`src/rtl/pipe_ctrl_hazard_unit_pkg.sv`:
```
// Shared encodings for the pipelined TSC control/hazard unit: opcodes, control
// field codes, the halt FSM states and the decoded-instruction bundle.
package pipe_ctrl_hazard_unit_pkg;

  localparam logic [3:0] OPC_BNE   = 4'd0;
  localparam logic [3:0] OPC_BEQ   = 4'd1;
  localparam logic [3:0] OPC_BGZ   = 4'd2;
  localparam logic [3:0] OPC_BLZ   = 4'd3;
  localparam logic [3:0] OPC_ADI   = 4'd4;
  localparam logic [3:0] OPC_ORI   = 4'd5;
  localparam logic [3:0] OPC_LHI   = 4'd6;
  localparam logic [3:0] OPC_LWD   = 4'd7;
  localparam logic [3:0] OPC_SWD   = 4'd8;
  localparam logic [3:0] OPC_JMP   = 4'd9;
  localparam logic [3:0] OPC_JAL   = 4'd10;
  localparam logic [3:0] OPC_RTYPE = 4'd15;

  localparam logic [5:0] FUNC_ADD = 6'd0;
  localparam logic [5:0] FUNC_SUB = 6'd1;
  localparam logic [5:0] FUNC_AND = 6'd2;
  localparam logic [5:0] FUNC_ORR = 6'd3;
  localparam logic [5:0] FUNC_NOT = 6'd4;
  localparam logic [5:0] FUNC_TCP = 6'd5;
  localparam logic [5:0] FUNC_SHL = 6'd6;
  localparam logic [5:0] FUNC_SHR = 6'd7;
  localparam logic [5:0] FUNC_JPR = 6'd25;
  localparam logic [5:0] FUNC_JRL = 6'd26;
  localparam logic [5:0] FUNC_WWD = 6'd28;
  localparam logic [5:0] FUNC_HLT = 6'd29;

  localparam logic [1:0] REGDST_RT = 2'd0;
  localparam logic [1:0] REGDST_RD = 2'd1;
  localparam logic [1:0] REGDST_2  = 2'd2;

  localparam logic [1:0] ALUSRCB_REG  = 2'd0;
  localparam logic [1:0] ALUSRCB_IMM  = 2'd1;
  localparam logic [1:0] ALUSRCB_ZERO = 2'd2;

  localparam logic [1:0] REGWRITESRC_ALU = 2'd0;
  localparam logic [1:0] REGWRITESRC_MEM = 2'd1;
  localparam logic [1:0] REGWRITESRC_PC  = 2'd2;

  localparam logic [1:0] PCSRC_SEQ    = 2'd0;
  localparam logic [1:0] PCSRC_JUMP   = 2'd1;
  localparam logic [1:0] PCSRC_REG    = 2'd2;
  localparam logic [1:0] PCSRC_BRANCH = 2'd3;

  localparam logic [3:0] OP_ADD = 4'd0;
  localparam logic [3:0] OP_SUB = 4'd1;
  localparam logic [3:0] OP_AND = 4'd2;
  localparam logic [3:0] OP_ORR = 4'd3;
  localparam logic [3:0] OP_NOT = 4'd4;
  localparam logic [3:0] OP_TCP = 4'd5;
  localparam logic [3:0] OP_SHL = 4'd6;
  localparam logic [3:0] OP_SHR = 4'd7;
  localparam logic [3:0] OP_LHI = 4'd8;

  typedef enum logic [1:0] {
    HALT_RUN   = 2'd0,
    HALT_DRAIN = 2'd1,
    HALT_DONE  = 2'd2
  } haltState_t;

  typedef struct packed {
    logic       regWrite;
    logic [1:0] regDst;
    logic [1:0] aluSrcB;
    logic [3:0] aluOp;
    logic       memRead;
    logic       memWrite;
    logic [1:0] memToReg;
    logic [1:0] pcSource;
  } ctrlBundle_t;

  typedef struct packed {
    ctrlBundle_t ctrl;
    logic        usesRs;
    logic        usesRt;
    logic        isLoad;
    logic        isWwd;
    logic        isBranch;
    logic        isJump;
    logic        isHlt;
  } decode_t;

endpackage

```
`src/rtl/pipe_ctrl_hazard_unit_if.sv`:
```
// Bus between the pipeline datapath (master) and the control/hazard unit (slave).
interface pipe_ctrl_hazard_unit_if #(
  parameter int NUM_REG_W  = 2,
  parameter int INST_CNT_W = 16
);
  import pipe_ctrl_hazard_unit_pkg::*;

  // id_valid qualifies the id_* fields; pc_en/ifid_en low means the datapath
  // must hold PC and IF/ID so the same instruction is presented next cycle.
  logic                  id_valid;
  logic [3:0]            id_opcode;
  logic [5:0]            id_func_code;
  logic [NUM_REG_W-1:0]  id_rs;
  logic [NUM_REG_W-1:0]  id_rt;
  logic [NUM_REG_W-1:0]  id_rd;
  logic                  ex_branch_taken;

  logic                  id_reg_write;
  logic [1:0]            id_reg_dst;
  logic [1:0]            id_alu_src_b;
  logic [3:0]            id_alu_op;
  logic                  id_mem_read;
  logic                  id_mem_write;
  logic [1:0]            id_mem_to_reg;
  logic [1:0]            id_pc_source;
  logic                  pc_en;
  logic                  ifid_en;
  logic                  ifid_flush;
  logic                  idex_bubble;
  logic                  output_active;
  logic                  is_halted;
  logic [INST_CNT_W-1:0] num_inst;
  haltState_t            dbg_state;

  modport master (
    output id_valid, id_opcode, id_func_code, id_rs, id_rt, id_rd, ex_branch_taken,
    input  id_reg_write, id_reg_dst, id_alu_src_b, id_alu_op, id_mem_read,
           id_mem_write, id_mem_to_reg, id_pc_source, pc_en, ifid_en, ifid_flush,
           idex_bubble, output_active, is_halted, num_inst, dbg_state
  );

  modport slave (
    input  id_valid, id_opcode, id_func_code, id_rs, id_rt, id_rd, ex_branch_taken,
    output id_reg_write, id_reg_dst, id_alu_src_b, id_alu_op, id_mem_read,
           id_mem_write, id_mem_to_reg, id_pc_source, pc_en, ifid_en, ifid_flush,
           idex_bubble, output_active, is_halted, num_inst, dbg_state
  );

endinterface

```
`src/rtl/pipe_ctrl_hazard_unit_ctrl_decoder.sv`:
```
// Combinational TSC decode: opcode/func to control bundle plus source-use and
// instruction-class flags consumed by the hazard scoreboard.
module ctrl_decoder
  import pipe_ctrl_hazard_unit_pkg::*;
(
  input  logic [3:0] opcode,
  input  logic [5:0] funcCode,
  output decode_t    dec
);

  always_comb begin
    dec = '0;
    case (opcode)
      OPC_RTYPE: begin
        case (funcCode)
          FUNC_ADD, FUNC_SUB, FUNC_AND, FUNC_ORR,
          FUNC_NOT, FUNC_TCP, FUNC_SHL, FUNC_SHR: begin
            dec.ctrl.regWrite = 1'b1;
            dec.ctrl.regDst   = REGDST_RD;
            dec.ctrl.aluSrcB  = ALUSRCB_REG;
            dec.ctrl.aluOp    = {1'b0, funcCode[2:0]};
            dec.usesRs        = 1'b1;
            // Unary ops (NOT/TCP/SHL/SHR) ignore rt.
            dec.usesRt        = (funcCode[2] == 1'b0);
          end
          FUNC_JPR: begin
            dec.ctrl.pcSource = PCSRC_REG;
            dec.usesRs        = 1'b1;
            dec.isJump        = 1'b1;
          end
          FUNC_JRL: begin
            dec.ctrl.pcSource = PCSRC_REG;
            dec.ctrl.regWrite = 1'b1;
            dec.ctrl.regDst   = REGDST_2;
            dec.ctrl.memToReg = REGWRITESRC_PC;
            dec.usesRs        = 1'b1;
            dec.isJump        = 1'b1;
          end
          FUNC_WWD: begin
            dec.usesRs = 1'b1;
            dec.isWwd  = 1'b1;
          end
          FUNC_HLT: dec.isHlt = 1'b1;
          default: ;
        endcase
      end
      OPC_ADI, OPC_ORI, OPC_LHI: begin
        dec.ctrl.regWrite = 1'b1;
        dec.ctrl.regDst   = REGDST_RT;
        dec.ctrl.aluSrcB  = ALUSRCB_IMM;
        dec.ctrl.aluOp    = (opcode == OPC_ADI) ? OP_ADD :
                            (opcode == OPC_ORI) ? OP_ORR : OP_LHI;
        dec.usesRs        = (opcode != OPC_LHI);
      end
      OPC_LWD: begin
        dec.ctrl.regWrite = 1'b1;
        dec.ctrl.regDst   = REGDST_RT;
        dec.ctrl.aluSrcB  = ALUSRCB_IMM;
        dec.ctrl.aluOp    = OP_ADD;
        dec.ctrl.memRead  = 1'b1;
        dec.ctrl.memToReg = REGWRITESRC_MEM;
        dec.usesRs        = 1'b1;
        dec.isLoad        = 1'b1;
      end
      OPC_SWD: begin
        dec.ctrl.aluSrcB  = ALUSRCB_IMM;
        dec.ctrl.aluOp    = OP_ADD;
        dec.ctrl.memWrite = 1'b1;
        dec.usesRs        = 1'b1;
        dec.usesRt        = 1'b1;
      end
      OPC_BNE, OPC_BEQ, OPC_BGZ, OPC_BLZ: begin
        dec.ctrl.aluSrcB  = (opcode == OPC_BNE || opcode == OPC_BEQ) ? ALUSRCB_REG : ALUSRCB_ZERO;
        dec.ctrl.aluOp    = OP_SUB;
        dec.ctrl.pcSource = PCSRC_BRANCH;
        dec.usesRs        = 1'b1;
        dec.usesRt        = (opcode == OPC_BNE || opcode == OPC_BEQ);
        dec.isBranch      = 1'b1;
      end
      OPC_JMP: begin
        dec.ctrl.pcSource = PCSRC_JUMP;
        dec.isJump        = 1'b1;
      end
      OPC_JAL: begin
        dec.ctrl.pcSource = PCSRC_JUMP;
        dec.ctrl.regWrite = 1'b1;
        dec.ctrl.regDst   = REGDST_2;
        dec.ctrl.memToReg = REGWRITESRC_PC;
        dec.isJump        = 1'b1;
      end
      default: ;
    endcase
  end

endmodule

```
`src/rtl/pipe_ctrl_hazard_unit.sv`:
```
// Pipelined control unit: decode, in-flight writer scoreboard, stall/flush/bubble
// generation, WB retirement counting and the HLT drain FSM.
module pipe_ctrl_hazard_unit
  import pipe_ctrl_hazard_unit_pkg::*;
#(
  parameter int NUM_REG_W  = 2,
  parameter int PIPE_DEPTH = 3,
  parameter int FORWARD_EN = 1,
  parameter int INST_CNT_W = 16
) (
  input logic               clk,
  input logic               reset,
  pipe_ctrl_hazard_unit_if.slave bus
);

  typedef struct packed {
    logic                 valid;
    logic                 regWrite;
    logic [NUM_REG_W-1:0] dst;
    logic                 isLoad;
    logic                 isWwd;
    logic                 isBranch;
  } sbEntry_t;

  decode_t               dec;
  sbEntry_t              sb [PIPE_DEPTH];
  haltState_t            state, stateNext;
  logic [NUM_REG_W-1:0]  idDst;
  logic [INST_CNT_W-1:0] numInst;
  logic                  rawHazard, anyValid;
  logic                  inRun, branchFlush, stall, hltTake, jumpTake, bubble, accept;
  ctrlBundle_t           ctrlOut;

  ctrl_decoder uDecoder (
    .opcode   (bus.id_opcode),
    .funcCode (bus.id_func_code),
    .dec      (dec)
  );

  always_comb begin
    case (dec.ctrl.regDst)
      REGDST_RD: idDst = bus.id_rd;
      REGDST_2:  idDst = NUM_REG_W'(2);
      default:   idDst = bus.id_rt;
    endcase
  end

  // The WB entry is never a hazard: the register file writes before it reads.
  always_comb begin
    rawHazard = 1'b0;
    for (int i = 0; i < PIPE_DEPTH - 1; i++) begin
      if ((FORWARD_EN == 0 || (i == 0 && sb[i].isLoad)) && sb[i].valid && sb[i].regWrite &&
          ((dec.usesRs && sb[i].dst == bus.id_rs) || (dec.usesRt && sb[i].dst == bus.id_rt)))
        rawHazard = 1'b1;
    end
    rawHazard = rawHazard && bus.id_valid;
  end

  always_comb begin
    anyValid = 1'b0;
    for (int i = 0; i < PIPE_DEPTH; i++) anyValid = anyValid | sb[i].valid;
  end

  // A taken branch in EX squashes whatever sits in ID, so it overrides stalls.
  assign inRun       = (state == HALT_RUN);
  assign branchFlush = inRun && sb[0].valid && sb[0].isBranch && bus.ex_branch_taken;
  assign stall       = inRun && rawHazard && !branchFlush;
  assign hltTake     = inRun && bus.id_valid && dec.isHlt && !branchFlush;
  assign jumpTake    = inRun && bus.id_valid && dec.isJump && !rawHazard && !branchFlush;
  assign bubble      = branchFlush || stall;
  assign accept      = inRun && bus.id_valid && !bubble && !dec.isHlt;
  assign ctrlOut     = (bus.id_valid && !bubble) ? dec.ctrl : '0;

  always_comb begin
    stateNext = state;
    case (state)
      HALT_RUN:   if (hltTake) stateNext = HALT_DRAIN;
      HALT_DRAIN: if (!anyValid) stateNext = HALT_DONE;
      HALT_DONE:  stateNext = HALT_DONE;
      default:    stateNext = HALT_RUN;
    endcase
  end

  always_ff @(posedge clk or posedge reset) begin
    if (reset) state <= HALT_RUN;
    else       state <= stateNext;
  end

  always_ff @(posedge clk or posedge reset) begin
    if (reset) begin
      for (int i = 0; i < PIPE_DEPTH; i++) sb[i] <= '0;
      numInst <= '0;
    end else begin
      sb[0] <= accept ? sbEntry_t'{1'b1, dec.ctrl.regWrite, idDst, dec.isLoad, dec.isWwd,
                                   dec.isBranch}
                      : '0;
      for (int i = 1; i < PIPE_DEPTH; i++) sb[i] <= sb[i-1];
      if (sb[PIPE_DEPTH-1].valid) numInst <= numInst + 1'b1;
    end
  end

  assign bus.id_reg_write  = ctrlOut.regWrite;
  assign bus.id_reg_dst    = ctrlOut.regDst;
  assign bus.id_alu_src_b  = ctrlOut.aluSrcB;
  assign bus.id_alu_op     = ctrlOut.aluOp;
  assign bus.id_mem_read   = ctrlOut.memRead;
  assign bus.id_mem_write  = ctrlOut.memWrite;
  assign bus.id_mem_to_reg = ctrlOut.memToReg;
  assign bus.id_pc_source  = ctrlOut.pcSource;
  assign bus.pc_en         = inRun && !stall && !hltTake;
  assign bus.ifid_en       = inRun && !stall && !hltTake;
  assign bus.ifid_flush    = branchFlush || jumpTake;
  assign bus.idex_bubble   = bubble;
  assign bus.output_active = sb[PIPE_DEPTH-1].valid && sb[PIPE_DEPTH-1].isWwd;
  assign bus.is_halted     = (state == HALT_DONE);
  assign bus.num_inst      = numInst;
  assign bus.dbg_state     = state;

endmodule

```
`src/flat_wrapper.sv`:
```
// flat-port wrapper written by rule: the top's interface ports become plain ports
module pipe_ctrl_hazard_unit_flat import pipe_ctrl_hazard_unit_pkg::*;
#(
  parameter int NUM_REG_W  = 2,
  parameter int PIPE_DEPTH = 3,
  parameter int FORWARD_EN = 1,
  parameter int INST_CNT_W = 16
)
  (clk, reset, bus_id_valid, bus_id_opcode, bus_id_func_code, bus_id_rs, bus_id_rt, bus_id_rd, bus_ex_branch_taken, bus_id_reg_write, bus_id_reg_dst, bus_id_alu_src_b, bus_id_alu_op, bus_id_mem_read, bus_id_mem_write, bus_id_mem_to_reg, bus_id_pc_source, bus_pc_en, bus_ifid_en, bus_ifid_flush, bus_idex_bubble, bus_output_active, bus_is_halted, bus_num_inst, bus_dbg_state);
  pipe_ctrl_hazard_unit_if #(.NUM_REG_W(NUM_REG_W), .INST_CNT_W(INST_CNT_W)) bus_i ();
  input logic clk;
  input logic reset;
  input wire logic [$bits(bus_i.id_valid)-1:0] bus_id_valid;
  input wire logic [$bits(bus_i.id_opcode)-1:0] bus_id_opcode;
  input wire logic [$bits(bus_i.id_func_code)-1:0] bus_id_func_code;
  input wire logic [$bits(bus_i.id_rs)-1:0] bus_id_rs;
  input wire logic [$bits(bus_i.id_rt)-1:0] bus_id_rt;
  input wire logic [$bits(bus_i.id_rd)-1:0] bus_id_rd;
  input wire logic [$bits(bus_i.ex_branch_taken)-1:0] bus_ex_branch_taken;
  output wire logic [$bits(bus_i.id_reg_write)-1:0] bus_id_reg_write;
  output wire logic [$bits(bus_i.id_reg_dst)-1:0] bus_id_reg_dst;
  output wire logic [$bits(bus_i.id_alu_src_b)-1:0] bus_id_alu_src_b;
  output wire logic [$bits(bus_i.id_alu_op)-1:0] bus_id_alu_op;
  output wire logic [$bits(bus_i.id_mem_read)-1:0] bus_id_mem_read;
  output wire logic [$bits(bus_i.id_mem_write)-1:0] bus_id_mem_write;
  output wire logic [$bits(bus_i.id_mem_to_reg)-1:0] bus_id_mem_to_reg;
  output wire logic [$bits(bus_i.id_pc_source)-1:0] bus_id_pc_source;
  output wire logic [$bits(bus_i.pc_en)-1:0] bus_pc_en;
  output wire logic [$bits(bus_i.ifid_en)-1:0] bus_ifid_en;
  output wire logic [$bits(bus_i.ifid_flush)-1:0] bus_ifid_flush;
  output wire logic [$bits(bus_i.idex_bubble)-1:0] bus_idex_bubble;
  output wire logic [$bits(bus_i.output_active)-1:0] bus_output_active;
  output wire logic [$bits(bus_i.is_halted)-1:0] bus_is_halted;
  output wire logic [$bits(bus_i.num_inst)-1:0] bus_num_inst;
  output wire logic [$bits(bus_i.dbg_state)-1:0] bus_dbg_state;
  assign bus_i.id_valid = bus_id_valid;
  assign bus_i.id_opcode = bus_id_opcode;
  assign bus_i.id_func_code = bus_id_func_code;
  assign bus_i.id_rs = bus_id_rs;
  assign bus_i.id_rt = bus_id_rt;
  assign bus_i.id_rd = bus_id_rd;
  assign bus_i.ex_branch_taken = bus_ex_branch_taken;
  assign bus_id_reg_write = bus_i.id_reg_write;
  assign bus_id_reg_dst = bus_i.id_reg_dst;
  assign bus_id_alu_src_b = bus_i.id_alu_src_b;
  assign bus_id_alu_op = bus_i.id_alu_op;
  assign bus_id_mem_read = bus_i.id_mem_read;
  assign bus_id_mem_write = bus_i.id_mem_write;
  assign bus_id_mem_to_reg = bus_i.id_mem_to_reg;
  assign bus_id_pc_source = bus_i.id_pc_source;
  assign bus_pc_en = bus_i.pc_en;
  assign bus_ifid_en = bus_i.ifid_en;
  assign bus_ifid_flush = bus_i.ifid_flush;
  assign bus_idex_bubble = bus_i.idex_bubble;
  assign bus_output_active = bus_i.output_active;
  assign bus_is_halted = bus_i.is_halted;
  assign bus_num_inst = bus_i.num_inst;
  assign bus_dbg_state = bus_i.dbg_state;
  pipe_ctrl_hazard_unit #(.NUM_REG_W(NUM_REG_W), .PIPE_DEPTH(PIPE_DEPTH), .FORWARD_EN(FORWARD_EN), .INST_CNT_W(INST_CNT_W)) u_core (.clk(clk), .reset(reset), .bus(bus_i));
endmodule
```
`config.mk`:
```
export PLATFORM = sky130hd
export DESIGN_NAME = pipe_ctrl_hazard_unit_flat
export DESIGN_NICKNAME = d
export VERILOG_FILES = /design/src/rtl/pipe_ctrl_hazard_unit_pkg.sv /design/src/rtl/pipe_ctrl_hazard_unit_if.sv /design/src/rtl/pipe_ctrl_hazard_unit_ctrl_decoder.sv /design/src/rtl/pipe_ctrl_hazard_unit.sv /design/src/flat_wrapper.sv
export SDC_FILE = /design/constraint.sdc
export NUM_CORES = 1
export LEC_CHECK = 0
export ABC_AREA = 1
export ABC_CLOCK_PERIOD_IN_PS = 4200
export CORE_ASPECT_RATIO = 1.4
export CORE_MARGIN = 5
export CORE_UTILIZATION = 49
export CTS_CLUSTER_DIAMETER = 80
export CTS_CLUSTER_SIZE = 16
export DETAILED_ROUTE_END_ITERATION = 12
export PLACE_DENSITY = 0.85
export SKIP_CTS_REPAIR_TIMING = 1
export SLEW_MARGIN = 10
export SYNTH_ARGS = -nofsm -noshare
export SYNTH_HDL_FRONTEND = slang
export SYNTH_SLANG_ARGS = --single-unit
```
`constraint.sdc`:
```
create_clock -name clk -period 4.2 [get_ports clk]
set_input_delay 0.42 -clock clk [delete_from_list [all_inputs] [get_ports clk]]
set_output_delay 0.42 -clock clk [all_outputs]
set_load 0.01 [all_outputs]
```
==> results.json <==
{
  "outcome": "finished, final reports clean",
  "grt_usage_pct": 18.9,
  "utilization_pct": 71.1,
  "coreArea_sq_um": 3410,
  "htree_levels": 2,
  "vdd_drop_max_uv": 304,
  "synth_area_sq_um": 1730,
  "clockBufferDepth": 2,
  "nFillCells": 291,
  "synth_nets": 242,
  "avgSynthCellArea_sq_um": 8.04,
  "hpwlAfterDp_mm": 3.33,
  "cp-end-kind": "primary output",
  "wirelength_mm": 4.13,
  "die_area_sq_um": 4830,
  "path_buf_inv": 3,
  "initial_core_util_pct": 50.7,
  "critical_path_class": "in2out",
  "rows": 25,
  "tightest_slew_ns": 1.06,
  "synthDistinctLibCells": 28,
  "antenna_cells": 0,
  "final.setup_skew_ns": 0.00645,
  "cts_root_buf": "clkbuf_8",
  "drive_above_1_share_pct": 8.24,
  "leakage_nw": 1.18,
  "crit_family": "buffers and inverters",
  "synth_top_area_cell": "dfrtp_1",
  "io_pins": 59,
  "port-buffer-count": 58,
  "cp_data_arrival_time_ns": 2.76,
  "cap_violations": 0,
  "die_w_um": 60.2,
  "synth_edf_count": 0,
  "grt_pass1_vias": 1623,
  "final_nets": 305,
  "rsz0062_at_grt": "false",
  "insertion_delay_ns": 0.28,
  "cp_max_fo": 14,
  "fmax_ghz": 0.314,
  "cp_slowest_cell": "clkdlybuf4s50_1",
  "vias": 1631,
  "vias_per_cell": 5.11,
  "yosysSeqAreaShare_pct": 42.0,
  "numClockSinks": 29,
  "overflow": 0,
  "antenna_found_initial": 0,
  "post-route-period-util_pct": 75.7,
  "report.final.setup_viol": 0,
  "post_drt_wl_per_cell_um": 13.0,
  "grt_pass1_wl_mm": 6.85,
  "finalInstanceArea_sq_um": 2420,
  "synthTopCellsByArea": "dfrtp_1 42%, nand2_1 8.9%, nor2_1 6.9%, inv_1 6.5%, xor2_1 5.6%",
  "numCtsBuffers": 5,
  "cts_tree": "built",
  "hold_slack_ns": 0.343,
  "gp_congestion": 0.947,
  "area_growth_pct": 40.2,
  "ant_nets": 0,
  "setup_tns_ns": 0,
  "hold_viol": 0,
  "ys_ff_latch": 29,
  "drc": 0,
  "relSlewSlack_pct": 29.5,
  "p_per_area_nw_per_um2": 396,
  "yosys_warnings": 0,
  "synth_commonest_cells": "41 x nand2_1, 32 x nor2_1, 30 x inv_1",
  "path_clk_slew_ns": 0.06,
  "synth.top_cell.area_share_pct": 42.0,
  "slowest_delay_ns": 0.57,
  "report.final.slew_viol_count": 0,
  "path_cells": "clkdlybuf4s50_1, inv_2, nand2_1, nor2_1, nor2_1, nand2_1, nor2_1, nand2_1, nand2_1, nand2_2, nand3_4, nand3_4, nor2_1, clkdlybuf4s50_1",
  "firstDrtPassIters": 4,
  "total_power_mw": 0.960,
  "synthCells": 215,
  "drtIter0Drc": 54,
  "min_path_type": "reg2reg",
  "synth.most_common_cell": "nand2_1",
  "grt_max_degree": 30,
  "postPlaceCellArea_sq_um": 2340,
  "die_h_um": 80.3,
  "crit_required_ns": 3.78,
  "synthArstFlopShare_pct": 100,
  "period_minus_slack_ns": 3.18,
  "ys_dominant_reg_cell": "dfrtp_1",
  "cp-start-kind": "primary input"
}
[kinds of logic (layout without fill, tap and decap cells)]
kind of cell / count (synthesis) / count (layout) / share of synthesized area (%)
AO/OA/AOI/OAI: 15 / 15 / 5.14
XOR/XNOR: 18 / 18 / 9.12
adder cells (fa/ha/maj): 7 / 7 / 5.06
buffers and inverters: 34 / 98 / 8.03
flip-flops: 29 / 29 / 42.0
multiplexers: 1 / 1 / 0.651
AND/OR/NAND/NOR: 111 / 111 / 30.0
[power by group]
group | internal (mW) | total, mW | switching, mW
registers | 0.333 | 0.384 | 0.0516
logic | 0.183 | 0.357 | 0.174
clock network | 0.114 | 0.220 | 0.105
[sequential cells by signal, indices dropped and copies added, names as in the netlist]
| signal | cells |
|---|---|
| u_core.sb | 11 |
| u_core.bus.num_inst | 16 |
| u_core.bus.dbg_state | 2 |
[placed cells by master, fill, tap and decap left out, drive strengths merged, types with 2 or more instances in the layout]
| cell | synthesis | layout |
|---|---|---|
| nor3 | 9 | 9 |
| nand2 | 44 | 44 |
| nand3 | 13 | 13 |
| clkbuf | 0 | 6 |
| dfrtp | 29 | 29 |
| ha | 7 | 7 |
| xor2 | 11 | 11 |
| xnor2 | 7 | 7 |
| a31oi | 2 | 2 |
| clkdlybuf4s50 | 0 | 58 |
| inv | 32 | 32 |
| nand4 | 4 | 4 |
| o21ai | 3 | 3 |
| clkinv | 0 | 2 |
| a21oi | 6 | 6 |
| nor2 | 39 | 39 |
[metrics by stage]
step,cells,setup slack (ns)
after detailed placement,311,1.03
final,319,1.02
after global routing,319,0.856
after floorplan,215,2.15
after global placement,311,1.08
after CTS,319,1.04
[layer usage]
| metal | vias to the layer above | global-route usage, % | wire length (um) |
|---|---|---|---|
| met4 | 0 | 11.3 | 116 |
| li1 | 801 | - | - |
| met2 | 66 | 33.2 | 2160 |
| met1 | 753 | 18.7 | 1530 |
| met3 | 11 | 5.95 | 329 |
| met5 | - | 0 | 0 |
[final cells by class]
| class | instances | area (sq um) | share of cell area, % |
|---|---|---|---|
| multi-input cells | 152 | 865 | 35.7 |
| clock inverters | 2 | 10.0 | 0.413 |
| well taps | 40 | 50.0 | 2.07 |
| clock buffers | 6 | 72.6 | 2.99 |
| repair buffers | 58 | 581 | 24.0 |
| flip-flops and latches | 29 | 726 | 29.9 |
| inverters | 32 | 120 | 4.96 |
[path summary, 6_finish.rpt]
| check | startpoint | to | slack (ns) | cells past startpoint |
|---|---|---|---|---|
| worst max-delay path | bus_id_opcode[2] | bus_id_alu_src_b[0] | 1.02 | 14 |
| worst min register to register | u_core.sb[8] | u_core.sb[1] | 0.34 | 0 |
| max in group asynchronous | reset | u_core.bus.dbg_state[0] | 2.86 | 2 |
| min in group asynchronous | reset | u_core.bus.num_inst[15] | 0.69 | 2 |
| worst min-delay path | u_core.sb[8] | u_core.sb[1] | 0.34 | 0 |
| worst max register to register | u_core.bus.dbg_state[1] | u_core.bus.dbg_state[1] | 2.29 | 7 |
Power figures use the tool's default switching activity.
